## src/rtl/lock_entry_ctrl.sv

```systemverilog
// Digit-lock entry controller: collects BCD digits, checks or stores the password,
// counts consecutive errors and runs the WAIT/EDIT/UNLOCK/ALARM state machine with tick timeouts.
module lock_entry_ctrl #(
  parameter int unsigned DIGITS       = 4,
  parameter int unsigned MAX_ERR      = 3,
  parameter int unsigned EDIT_TICKS   = 10,
  parameter int unsigned UNLOCK_TICKS = 20,
  parameter logic [4*DIGITS-1:0] INIT_PSWD = (4*DIGITS)'(16'h1234)
) (
  input  logic                clk,
  input  logic                rst_n,
  input  logic                identity,
  input  logic [3:0]          digit_in,
  input  logic                load,
  input  logic                del,
  input  logic                ok,
  input  logic                admin_clr,
  input  logic                tick,
  output logic [4*DIGITS-1:0] entry,
  output logic [3:0]          digit_cnt,
  output logic [1:0]          state,
  output logic [3:0]          err_cnt,
  output logic                result_vld,
  output logic                result_ok
);

  localparam int unsigned W    = 4 * DIGITS;
  localparam int unsigned TMAX = (EDIT_TICKS > UNLOCK_TICKS) ? EDIT_TICKS : UNLOCK_TICKS;
  localparam int unsigned TW   = $clog2(TMAX + 1);

  localparam logic [TW-1:0] EDIT_LAST   = TW'(EDIT_TICKS - 1);
  localparam logic [TW-1:0] UNLOCK_LAST = TW'(UNLOCK_TICKS - 1);
  localparam logic [TW-1:0] TICK_ONE    = TW'(1);
  localparam logic [3:0]    DIGITS_L    = 4'(DIGITS);
  localparam logic [3:0]    MAX_ERR_L   = 4'(MAX_ERR);

  typedef enum logic [1:0] {
    S_WAIT   = 2'b00,
    S_EDIT   = 2'b01,
    S_UNLOCK = 2'b10,
    S_ALARM  = 2'b11
  } state_t;

  state_t        state_q, state_d;
  logic [W-1:0]  entry_q, entry_d;
  logic [W-1:0]  pswd_q, pswd_d;
  logic [3:0]    cnt_q, cnt_d;
  logic [3:0]    err_q, err_d;
  logic [3:0]    err_inc;
  logic [TW-1:0] tick_q, tick_d;
  logic          vld_q, vld_d;
  logic          rok_q, rok_d;
  logic          digit_valid;

  assign digit_valid = (digit_in < 4'd10);
  assign err_inc     = err_q + 4'd1;

  // Exactly one event is serviced per cycle: the highest-priority pulse present,
  // and a tick only when no key pulse is present at all.
  always_comb begin
    // NOTE: every variable written here gets a default first so no latch is inferred.
    state_d = state_q;
    entry_d = entry_q;
    pswd_d  = pswd_q;
    cnt_d   = cnt_q;
    err_d   = err_q;
    tick_d  = tick_q;
    vld_d   = 1'b0;
    rok_d   = 1'b0;

    unique case (state_q)
      S_WAIT: begin
        if (admin_clr) begin
          err_d = '0;
        end else if (ok) begin
          state_d = S_WAIT;
        end else if (load && digit_valid) begin
          state_d = S_EDIT;
          entry_d = W'(digit_in);
          cnt_d   = 4'd1;
          tick_d  = '0;
        end
      end

      S_EDIT: begin
        if (admin_clr) begin
          err_d = '0;
        end else if (ok) begin
          if (cnt_q == DIGITS_L) begin
            entry_d = '0;
            cnt_d   = '0;
            tick_d  = '0;
            if (!identity) begin
              pswd_d  = entry_q;
              state_d = S_WAIT;
            end else if (entry_q == pswd_q) begin
              vld_d   = 1'b1;
              rok_d   = 1'b1;
              err_d   = '0;
              state_d = S_UNLOCK;
            end else begin
              vld_d   = 1'b1;
              err_d   = err_inc;
              state_d = (err_inc == MAX_ERR_L) ? S_ALARM : S_WAIT;
            end
          end
        end else if (load) begin
          if (digit_valid && (cnt_q < DIGITS_L)) begin
            entry_d = (entry_q << 4) | W'(digit_in);
            cnt_d   = cnt_q + 4'd1;
            tick_d  = '0;
          end
        end else if (del) begin
          if (cnt_q != 4'd0) begin
            entry_d = entry_q >> 4;
            cnt_d   = cnt_q - 4'd1;
            tick_d  = '0;
          end
        end else if (tick) begin
          if (tick_q == EDIT_LAST) begin
            state_d = S_WAIT;
            entry_d = '0;
            cnt_d   = '0;
            tick_d  = '0;
          end else begin
            tick_d = tick_q + TICK_ONE;
          end
        end
      end

      S_UNLOCK: begin
        if (admin_clr) begin
          err_d = '0;
        end else if (ok) begin
          state_d = S_WAIT;
          tick_d  = '0;
        end else if (load || del) begin
          state_d = S_UNLOCK;
        end else if (tick) begin
          if (tick_q == UNLOCK_LAST) begin
            state_d = S_WAIT;
            tick_d  = '0;
          end else begin
            tick_d = tick_q + TICK_ONE;
          end
        end
      end

      S_ALARM: begin
        if (admin_clr) begin
          state_d = S_WAIT;
          err_d   = '0;
          tick_d  = '0;
        end
      end

      default: state_d = S_WAIT;
    endcase
  end

  always_ff @(posedge clk or negedge rst_n) begin
    if (!rst_n) begin
      state_q <= S_WAIT;
      entry_q <= '0;
      cnt_q   <= '0;
      err_q   <= '0;
      // NOTE: the stored password is a plain register, so it is reset like any other state.
      pswd_q  <= INIT_PSWD;
      tick_q  <= '0;
      vld_q   <= 1'b0;
      rok_q   <= 1'b0;
    end else begin
      // NOTE: non-blocking assignments so every register samples the same pre-edge values.
      state_q <= state_d;
      entry_q <= entry_d;
      cnt_q   <= cnt_d;
      err_q   <= err_d;
      pswd_q  <= pswd_d;
      tick_q  <= tick_d;
      vld_q   <= vld_d;
      rok_q   <= rok_d;
    end
  end

  assign entry      = entry_q;
  assign digit_cnt  = cnt_q;
  assign state      = state_q;
  assign err_cnt    = err_q;
  assign result_vld = vld_q;
  assign result_ok  = rok_q;

endmodule

```

## config.mk

```make
export PLATFORM = sky130hd
export DESIGN_NAME = lock_entry_ctrl
export DESIGN_NICKNAME = d
export VERILOG_FILES = /design/src/rtl/lock_entry_ctrl.sv
export SDC_FILE = /design/constraint.sdc
export NUM_CORES = 1
export LEC_CHECK = 0
export CORE_UTILIZATION = 55
export CTS_CLUSTER_DIAMETER = 30
export CTS_CLUSTER_SIZE = 40
export DETAILED_ROUTE_END_ITERATION = 16
export PLACE_DENSITY = 0.83
export SLEW_MARGIN = 40
export SYNTH_ARGS = -nofsm -noshare
export SYNTH_HDL_FRONTEND = slang
export SYNTH_SLANG_ARGS = --single-unit
```

## constraint.sdc

```tcl
create_clock -name clk -period 2.7 [get_ports clk]
set_input_delay 0.54 -clock clk [delete_from_list [all_inputs] [get_ports clk]]
set_output_delay 0.54 -clock clk [all_outputs]
set_load 0.02 [all_outputs]
```

# [Word level (Yosys, flattened, before mapping)]
# Index checks and enable logic that the tools add are counted.
[totals] out_inout_bits=28 ram_bits=0 word_cells=144 in_bits=12 ff_bits=49 latchBits=0 memories=0 rom_bits=0
[classes] add_sub_neg=4 bitwise_logic=3 reduce_logical=12 eq_ne=32 shifts=0 mux=83 order_cmp=2 n_div=0 multipliers=0
[ops] op="2-to-1 mux 16 bit" n=12
[ops] op="2-to-1 mux 5 bit" n=18
[ops] op="2-to-1 mux 4 bit" n=18
[ops] op="2-to-1 mux 2 bit" n=19
[ops] op="!= test 3 bit (second input constant)" n=11
[ops] op="case mux 16 bit (2 select lines)" n=1
[ops] op="AND reduction 12 bit" n=2
[ops] op="case mux 5 bit (4 select lines)" n=1
[ops] op="equality test 16 bit" n=1
[ops] op="bitwise OR 16 x 4 -> 16 bit" n=1
[ops] op="case mux 4 bit (2 select lines)" n=2
[ops] op="!= test 5 bit (second input constant)" n=3
[ops] op="!= test 2 bit (second input constant)" n=6
[ops] op="!= test 4 bit (second input constant)" n=3
[ops] op="2-to-1 mux 1 bit" n=11
[ops] op="AND reduction 10 bit" n=1
[ops] op="adder 4 x 1 -> 4 bit (second input constant)" n=2
[ops] op="case mux 2 bit (4 select lines)" n=1
[ops] op="adder 5 x 1 -> 5 bit (second input constant)" n=1
[ops] op="equality test 5 x 4 -> 1 bit (second input constant)" n=1
[ops] op="equality test 5 bit (second input constant)" n=1
[ops] op="AND reduction 5 bit" n=1
[ops] op="equality test 2 bit (second input constant)" n=2
[ops] op="equality test 4 x 2 -> 1 bit (second input constant)" n=1
[ops] op="14 further kinds" n=16

# [Longest topological paths before layout]
[logic_depth] ltp_word=9 depth_mapped=9 depth_no_buf=7

# [Least setup slack after synthesis]
# OpenSTA, ideal clock, no wires.
[synth_timing] path_kind="flip-flop to flip-flop" start="reg cnt_q[0], in the netlist digit_cnt[0]" end="reg entry_q[10], in the netlist entry[10]" synth_period_minus_slack_ps=2285 path_stages_with_launch=10 arrival_time_ps=2160 path_slack_ps=415 n_path_buf=2 required_ps=2575 cell_sequence="dfrtp_1 > inv_1 > ha_1 > nand2b_1 > mux2_4 > o221a_1 > buf_6 > and2_4 > buf_6 > mux2_4"
[synth_between] elab_chain_len=4 elab_cells_between_ends=8
[synth_lines] element="start, declared" line_no="47" text="logic [3:0] cnt_q, cnt_d;"
[synth_lines] element="start signal, assigned" line_no="176" text="cnt_q <= cnt_d;"
[synth_lines] element="< comparator 4 x 3 -> 1 bit" line_no="108" text="if (digit_valid && (cnt_q < DIGITS_L)) begin"
[synth_lines] element="logical AND 1 bit" line_no="108"
[synth_lines] element="!= test 4 bit (no source line)"
[synth_lines] element="AND reduction 10 bit (no source line) (*)"
[synth_lines] element="end signal, assigned" line_no="175" text="entry_q <= entry_d;"
[synth_lines] element="end, declared" line_no="45" text="logic [W-1:0] entry_q, entry_d;"
# Every way passes the cells marked *; elsewhere a longest branch is shown, timed or not.
# A chain may end at the register's enable or synchronous reset.

# [Worst setup path in the final report]
[layout_timing] start="in ok" end="reg entry_q[5], in the netlist entry[5]"
[layout_between] elab_chain_len=3 elab_cells_between_ends=10
[layout_lines] element="start, declared" line_no="16" text="input logic ok,"
[layout_lines] element="parallel branches: the longest is 3 deep, another holds AND reduction 10 bit"
# Several ways; the timed one is not identified. The select of a mux whose other input is x is not followed.

==> key figures <==
Synthesis
  • Synth Flop Type: dfrtp_1
  • Synth area leaders: dfrtp_1 37%, mux2_4 6.6%, ha_1 5.5%, xnor2_1 5.1%, mux2_2 4.6%
  • Synth Instances: about 270
  • Sequential area share after synthesis: 41.9%
  • Count leader, synth: dfrtp_1
  • Yosys reg bits: 49
  • Number of synthesized flops with an enable pin: 0
  • Syn Area/Cell: between 10 and 15 um^2
  • Commonest cells post-synth: 44 x dfrtp_1, 17 x nand2_1, 17 x xnor2_1
  • Synth cell types: 56
  • Mapped cell area: 2940 um^2
  • Async set-reset flop share out of synthesis: 100%
  • Syn Nets: 294
  • Synth top area share: 37.4%
  • Post-synth top area cell: dfrtp_1
  • YS warnings: 0

Clocking
  • # clock sinks: 49
  • CTS root buffer: clkbuf_8
  • Clk buf depth: 2
  • CTS tree: done
  • Clock transition at the registers of the reported paths: around 0.1 ns
  • # hold bufs at CTS: 0
  • Worst skew pair latency: 0.31 ns
  • CTS Buf Count: 5
  • Post-CTS sizing: 0
  • CTS H-tree lvls: 2
  • Post-CTS setup buffer count: 0

Critical path
  • Bufs and invs on worst path: 1
  • CP required: 2.90 ns
  • Cell Chain, Critical Path: clkdlybuf4s50_1, nand2b_1, nor4_1, a211oi_2, and2_4, mux2_4
  • RR Startpoint: state[1]$_DFFE_PN0P_
  • CP Depth: 6
  • CP Capture Type: register
  • R2R depth: 8
  • R2R Setup Slk: 0.33 ns
  • CP max stage delay: 0.66 ns
  • Crit path max fanout: 20
  • CP max stage cell: clkdlybuf4s50_1
  • Critical Path Start: ok
  • R2r endpoint: tick_q[1]$_DFFE_PN0P_
  • CP Data Arrival Time: 2.58 ns
  • Crit path kind: input pin to register
  • CP top delay family: simple AND/OR/NAND/NOR gates
  • Crit path launch type: input pin

Floorplan
  • IO Count: 40
  • DIE AREA: about 5600 um^2
  • Core region area: 5140 um^2
  • DIE HEIGHT: about 75 um
  • Row count: 26
  • Initial Util: 57.3%
  • Die Wd: between 70 and 80 um

STA
  • Fin crit period: 2.38 ns
  • Final setup violation count: 0
  • Highest Clock Rate: 420 MHz
  • RSZ-0062 raised after global routing: no
  • Final cycle utilization of the critical path: 88.3%
  • Final Hold Viols: 0
  • Total negative slack: 0 ns
  • Layout Skew: 0.00557 ns
  • Worst rel slew slack: 64.8%
  • Worst-margin pin slew: 0.523 ns
  • Slew Limit Fails: 0

Worst hold path
  • HP Class: input pin to asynchronous set/reset pin

Place
  • DP Wirelength: 4.41 mm
  • Gp weighted congestion: 0.887
  • PortBufs: 39
  • Dpl cells: between 300 and 400
  • Post-place instance area: 3510 um^2

GRT
  • GRT overflow: 0
  • Initial antenna violation count: 0
  • GRT Util Overall: 22.5%
  • First-pass GRT wire length: approximately 9.6 mm
  • Vias in the first global route: 1,997
  • Pin count of the biggest net entering global routing: 21

Route
  • Vias/cell: 5.69
  • Iteration count of the initial detailed-routing pass: 4
  • Drt wl/cell: 15.0 um
  • DR iter-0 viols: 161
  • Total number of vias: 2,243
  • ANT nets after route: 0
  • Total Wirelength: approximately 5.9 mm
  • # DRC: 0

Layout
  • ANT cells: 0
  • Fin area: approximately 3600 um^2
  • Fraction of layout cells with a size suffix above 1: 19.4%
  • Fin cells: 394
  • Synth-to-layout area growth: 22.1%
  • Final #Nets: 348

Power
  • P_leak: approximately 1.5 nW
  • Pwr/cell area: 724 nW/um^2
  • Maximum vdd drop: 548 uV

Job
  • Max cap viols: 0

Outcome
  • Outcome: completed
-- worst reg2reg max path, stage by stage (launching register included) --
cell and delay (ns):
dfrtp_1 0.44, inv_1 0.15, ha_1 0.36, nand2_1 0.12, mux2_4 0.27, o221a_1 0.29, buf_4 0.17, and2_1 0.16
mux2_1 0.31
-- power breakdown --
part | switching [W] | leakage (nW) | internal (W)
Combinational | 0.000579 | 0.821 | 0.000589
Sequential | 0.000162 | 0.654 | 0.000832
Clock | 0.000257 | 0.0445 | 0.000184
Total | 0.000999 | 1.52 | 0.00161
-- worst max path at each step --
stage / endpoint
6_report: entry[5]$_DFFE_PN0P_
5_1_grt: tick_q[1]$_DFFE_PN0P_
4_1_cts: entry[5]$_DFFE_PN0P_
3_5_place_dp: entry[3]$_DFFE_PN0P_
3_3_place_gp: entry[3]$_DFFE_PN0P_
2_1_floorplan: entry[10]$_DFFE_PN0P_
-- cell families after synthesis --
| kind of cell | after synthesis | synth area share (%) |
|---|---|---|
| adders and majority gates | 13 | 5.52 |
| muxes | 37 | 15.6 |
| buffers and inverters | 23 | 3.82 |
| and+or+nand+nor | 75 | 15.0 |
| xor gates and xnor gates | 18 | 5.35 |
| DFF | 49 | 41.9 |
| AOI/OAI and AO/OA | 54 | 12.9 |
-- per-layer routing --
layer,global-route usage (%),routed length [um],up-vias
met5,0,0,-
met4,7.00,106,0
met3,4.15,227,11
met2,33.8,2700,63
met1,33.1,2870,1085
li1,-,-,1084
-- per-stage QoR --
step                      hold WS (ns)  util, %  setup WS, ns  power, W
after detailed placement         0.490     68.2       0.00409   0.00217
after global routing             0.170     70.0         0.179   0.00277
after global placement           0.485     68.2        0.0583   0.00214
after CTS                        0.152     70.0         0.331   0.00262
after floorplan                  0.244        -         0.415   0.00178
final                            0.145     70.0         0.316   0.00260
-- registers in the layout (all words and copies together), names as in the netlist --
name        cells
digit_cnt       4
entry          16
err_cnt         4
pswd_q         16
result_ok       1
result_vld      1
state           2
tick_q          5
-- final cells by class --
type	instances	area, um^2
clock buffers	5	68.8
clock inverters	3	21.3
fillers	399	1540
inverters	14	52.6
multi-input cells	197	1610
flip-flops and latches	49	1230
well taps	70	87.6
repair buffers	56	526
-- cell usage in the layout (no fill, tap or decap), drive strengths merged, types with 3 or more instances in the layout --
cell type,n
nor2b,3
xnor2,17
and2,5
nand4,5
dfstp,5
nand3,5
clkdlybuf4s50,38
dfrtp,44
o211ai,3
mux2,31
ha,13
o31ai,3
o2bb2ai,3
nor4,9
a31oi,3
inv,15
nand2b,7
a21oi,7
nand2,17
o21ai,13
clkbuf,5
mux2i,6
a22o,9
nor2,8
and3,3
buf,18
No activity file was read; power rests on OpenSTA's default activity.
